===== src/rtl/mux4_scan_ctrl.sv =====
// mux4_scan_ctrl: scan controller for a 4-to-1 mux.
// Steps Sel through 0..3, holds each value for DWELL cycles and samples Z at
// the last edge of each window. The four samples form a frame that is offered
// downstream on a valid/ready handshake. Supports single-shot and continuous
// scanning.
// Ports:
//   clk, rst        clock, asynchronous active-high reset
//   start           begin a scan (honoured only when idle)
//   mode            0 = single scan, 1 = continuous (read at each completion)
//   Z               mux output being scanned
//   Sel             mux select
//   Frame           packed samples, bit i = Z sampled while Sel == i
//   Valid, Ready    downstream handshake for Frame
//   Busy            scan in progress
//   Overrun         sticky: a completed frame was dropped
module mux4_scan_ctrl #(
  parameter int unsigned DWELL = 4,
  parameter int unsigned CW    = 8
) (
  input  logic       clk,
  input  logic       rst,
  input  logic       start,
  input  logic       mode,
  input  logic       Z,
  output logic [1:0] Sel,
  output logic [3:0] Frame,
  output logic       Valid,
  input  logic       Ready,
  output logic       Busy,
  output logic       Overrun
);

  typedef enum logic {
    S_IDLE  = 1'b0,
    S_DWELL = 1'b1
  } state_t;

  localparam logic [CW-1:0] RELOAD = CW'(DWELL - 1);

  state_t          state_q, state_n;
  logic [1:0]      ch_q, ch_n;
  logic [CW-1:0]   cnt_q, cnt_n;
  logic [2:0]      shadow_q, shadow_n;
  logic [3:0]      frame_q, frame_n;
  logic            valid_q, valid_n;
  logic            busy_q, busy_n;
  logic            overrun_q, overrun_n;

  // State and output registers
  always_ff @(posedge clk or posedge rst) begin
    if (rst) begin
      state_q   <= S_IDLE;
      ch_q      <= 2'd0;
      cnt_q     <= '0;
      shadow_q  <= 3'd0;
      frame_q   <= 4'd0;
      valid_q   <= 1'b0;
      busy_q    <= 1'b0;
      overrun_q <= 1'b0;
    end else begin
      state_q   <= state_n;
      ch_q      <= ch_n;
      cnt_q     <= cnt_n;
      shadow_q  <= shadow_n;
      frame_q   <= frame_n;
      valid_q   <= valid_n;
      busy_q    <= busy_n;
      overrun_q <= overrun_n;
    end
  end

  // Next-state and output logic
  always_comb begin
    state_n   = state_q;
    ch_n      = ch_q;
    cnt_n     = cnt_q;
    shadow_n  = shadow_q;
    frame_n   = frame_q;
    valid_n   = valid_q;
    overrun_n = overrun_q;

    // Consumption; a frame load below on the same edge re-asserts Valid
    if (valid_q && Ready) valid_n = 1'b0;

    case (state_q)
      S_IDLE: begin
        ch_n  = 2'd0;
        cnt_n = '0;
        if (start) begin
          state_n   = S_DWELL;
          cnt_n     = RELOAD;
          overrun_n = 1'b0;
        end
      end

      S_DWELL: begin
        if (cnt_q != '0) begin
          cnt_n = cnt_q - CW'(1);
        end else begin
          cnt_n = RELOAD;
          if (ch_q != 2'd3) begin
            shadow_n[ch_q] = Z;
            ch_n           = ch_q + 2'd1;
          end else begin
            // Scan completion: load unless an unconsumed frame would be lost
            if (!valid_q || Ready) begin
              frame_n = {Z, shadow_q};
              valid_n = 1'b1;
            end else begin
              overrun_n = 1'b1;
            end
            ch_n = 2'd0;
            if (!mode) begin
              state_n = S_IDLE;
              cnt_n   = '0;
            end
          end
        end
      end

      default: state_n = S_IDLE;
    endcase

    busy_n = (state_n == S_DWELL);
  end

  // Sel comes straight from the channel register, so it never glitches
  assign Sel     = ch_q;
  assign Frame   = frame_q;
  assign Valid   = valid_q;
  assign Busy    = busy_q;
  assign Overrun = overrun_q;

endmodule


===== config.mk =====
export PLATFORM = sky130hd
export DESIGN_NAME = mux4_scan_ctrl
export DESIGN_NICKNAME = d
export VERILOG_FILES = /design/src/rtl/mux4_scan_ctrl.sv
export SDC_FILE = /design/constraint.sdc
export NUM_CORES = 1
export LEC_CHECK = 0
export BUFFER_PORTS_ARGS = -buffer_cell sky130_fd_sc_hd__buf_4
export CORE_ASPECT_RATIO = 1.5
export CORE_MARGIN = 4
export CORE_UTILIZATION = 45
export CTS_BUF_LIST = sky130_fd_sc_hd__clkbuf_8
export DETAILED_ROUTE_END_ITERATION = 7
export HOLD_SLACK_MARGIN = 0.12
export PLACE_DENSITY = 0.7
export SYNTH_ARGS = -nofsm -noshare
export SYNTH_HDL_FRONTEND = slang
export SYNTH_SLANG_ARGS = --single-unit

===== constraint.sdc =====
create_clock -name clk -period 2.8 [get_ports clk]
set_input_delay 0.14 -clock clk [delete_from_list [all_inputs] [get_ports clk]]
set_output_delay 0.14 -clock clk [all_outputs]
set_load 0.03 [all_outputs]

==> key figures <==
Floorplan
  – Chip Height: 65.4 µm
  – Die area: 3030 µm²
  – Die width: 46.3 µm
  – Starting Density: 48.2%
  – Io pins: 15
  – Core region area: 2050 µm²
  – Row count: 20

Timing
  – Count of final max-slew check failures: 0
  – Clock Skew: 0.000574 ns
  – Final Hold Viols: 0
  – Final setup violation count: 0
  – Min Tclk post-route: 2.33 ns
  – Total negative slack: 0 ns
  – Max-slew headroom at the worst pin: 51.6%
  – Tcrit/Tclk final: 83.2%
  – Worst slew pin tran: 0.718 ns
  – Fmax: 429 MHz
  – Worst setup margin: 0.469 ns
  – Hold_ws: 0.147 ns
  – RSZ-0062 raised after global routing: no

CTS
  – Total CTS buffers: 3
  – # clock sinks: 20
  – H-tree depth: 1
  – CTS max path bufs: 2
  – CTS tree: done
  – Root Buffer: clkbuf_8
  – Worst-path clk slew: 0.07 ns
  – Setup bufs post-CTS: 0
  – Post-cts hold buffer count: 2
  – Clock Latency Late Sink: 0.25 ns
  – Cts repair resizes: 0

Cells and area
  – Fin util: 58.3%
  – Area delta synth->final: 20.9%
  – Final nets: 120
  – Fillers: 192
  – Layout cells sized above 1: 25.9%
  – Diode count: 0

Power
  – Maximum vdd drop: 0.615 mV
  – Lkg Pwr: 0.551 nW
  – PwrDens: 920 nW/µm²
  – Total power: 0.00110 W

Setup path
  – CP endpoint kind: register
  – Reg-to-Reg Start: cnt_q[0]
  – Critical path arrival: 2.47 ns
  – R2R setup slack: 0.47 ns
  – Crit start category: register
  – Worst-path cell chain: inv_1, ha_1, or3b_2, or4b_4, mux2_4
  – Register-to-Register Path Depth: 5
  – CP max stage cell: or4b_4
  – WS Path Type: register to register
  – Delay-heaviest family, CP: simple AND/OR/NAND/NOR gates
  – Crit Path Max Fanout: 7
  – Req. time, crit path: 2.94 ns
  – FF-to-FF End: Frame[0]
  – CP peak stage delay: 0.60 ns
  – Bufs and invs on worst path: 1

Route
  – DRT iter0 DRCs: 25
  – Avg WL per Cell: 15.6 µm
  – Via count: 757
  – Antenna Nets Post-Route: 0
  – Drt pass-1 iters: 4
  – WL final: 2030 µm
  – DR DRC count: 0
  – Vias/cell: 5.82

Logic synthesis
  – Main synth FF type: dfrtp_1
  – Yosys top cell area share: 50.6%
  – Synth top area cells: dfrtp_1 (51%), ha_1 (6.3%), mux2_4 (6.1%)
  – Yosys warns: 0
  – Post-synthesis cell area: 990 µm²
  – Synth unique cells: 28
  – Post-synth net total: 100
  – Sequential fraction of the synthesis area: 50.6%
  – Dominant cell type by area after synthesis: dfrtp_1
  – Post-synth EDFFs: 0
  – Avg Synthesized Cell Area: 11.1 µm²
  – Syn Inst Count: 89
  – Ys async rst share: 100%
  – Register bit total from synthesis: 20

Hold path
  – Class of the worst hold path: primary input to register
  – Hold Path Origin: Z
  – Worst hold endpoint: Frame[3]
  – Hold Path Depth: 2

GRT
  – Largest net degree at the start of global routing: 21
  – Total track usage: 15.6%
  – First-pass GRT wire length: 3460 µm
  – Initial antenna violation count: 0
  – Number of global-route vias before repair: 779
  – GRT overflow: 0

Placed design
  – Hpwl dp: 1540 µm
  – Port Buffers: 14
  – Placer Congestion: 0.801
  – DP Worst Slack: 0.486 ns

Flow run
  – Total of max-cap violations: 0

Run status
  – Status: finished, final reports clean
-- how the worst max path moves through the flow --
stage          startpoint  endpoint  slack (ns)  cells past startpoint
2_1_floorplan    cnt_q[0]  Frame[0]        0.54                      6
3_3_place_gp     cnt_q[0]  Frame[2]        0.56                      5
3_5_place_dp     cnt_q[0]  Frame[0]        0.49                      5
4_1_cts          cnt_q[0]  Frame[0]        0.48                      5
5_1_grt          cnt_q[0]  Frame[3]        0.39                      5
6_report         cnt_q[0]  Frame[0]        0.47                      5
-- layout make-up --
| cell class | count | area, µm² | share of cell area (%) |
|---|---|---|---|
| Timing Repair Buffer | 17 | 133 | 11.1 |
| Inverter | 7 | 26.3 | 2.20 |
| Tap cell | 22 | 27.5 | 2.30 |
| Sequential cell | 20 | 500 | 41.8 |
| Multi-Input combinational cell | 60 | 454 | 38.0 |
| Clock buffer | 4 | 55.1 | 4.60 |
-- per-layer routing --
layer  wire (µm)  vias to the layer above  track usage [%]  share of wire (%)
met2        1150                       20             28.1                 57
li1            -                      361                -                  -
met1         751                      370             17.2                 37
met3          85                        6             2.47                4.2
met4          40                        0             6.41                2.0
met5           0                        -                0                  0
-- worst reg2reg max path: stages (launching register included) --
cell	delay [ns]
dfrtp_1	0.45
inv_1	0.08
ha_1	0.23
or3b_2	0.54
or4b_4	0.60
mux2_4	0.32
-- cell usage after synthesis, types with 3 or more instances --
cell and n:
mux2_2 3, inv_1 7, nor2_1 5, mux2_4 4
xnor2_1 3, dfrtp_1 20, o21ai_0 5, ha_1 5
a21oi_1 5, nor4_1 4, nand2_1 3
-- metrics by stage --
stage | std cells | cell area, µm²
floorplan | 89 | 990
global placement | 124 | 1120
detailed placement | 124 | 1120
CTS | 130 | 1200
global route | 130 | 1200
finish | 130 | 1200
-- power breakdown --
| part | leakage [nW] | internal, W | switching, W | total (W) |
|---|---|---|---|---|
| logic | 0.272 | 0.000181 | 0.000213 | 0.000394 |
| registers | 0.250 | 0.000385 | 0.000108 | 0.000493 |
| clock network | 0.0288 | 0.000125 | 0.0000883 | 0.000213 |
| total | 0.551 | 0.000691 | 0.000409 | 0.00110 |
-- kinds of logic after synthesis --
family	count (synthesis)	share of synthesized area, %
adder cells (fa/ha/maj)	5	6.32
AND/OR/NAND/NOR	30	18.1
buffers and inverters	9	3.54
XOR/XNOR	3	2.66
AO/OA/AOI/OAI	15	9.36
multiplexers	7	9.48
flip-flops	20	50.6
-- registers in the layout, summed over array words and instances (netlist names) --
name	count
Overrun	1
Busy	1
shadow_q	3
Frame	4
Sel	2
cnt_q	8
Valid	1
-- placed cells by master, fill, tap and decap left out, drive strengths merged --
cell type and count:
xnor2 3, a21oi 5, o41ai 1, or3 2, a2bb2oi 1, nor3 2
buf 15, nand2 3, nor2 5, nand4 2, or3b 1, nand3b 1
nor3b 2, dfrtp 20, a311oi 2, nand3 2, nand2b 2, nor4 4
dlygate4sd3 2, ha 5, inv 7, clkbuf 4, o21ai 5, or4b 1
o31ai 1, or4 2, mux2 7, nor2b 1
(Power assumes the default switching activity.)
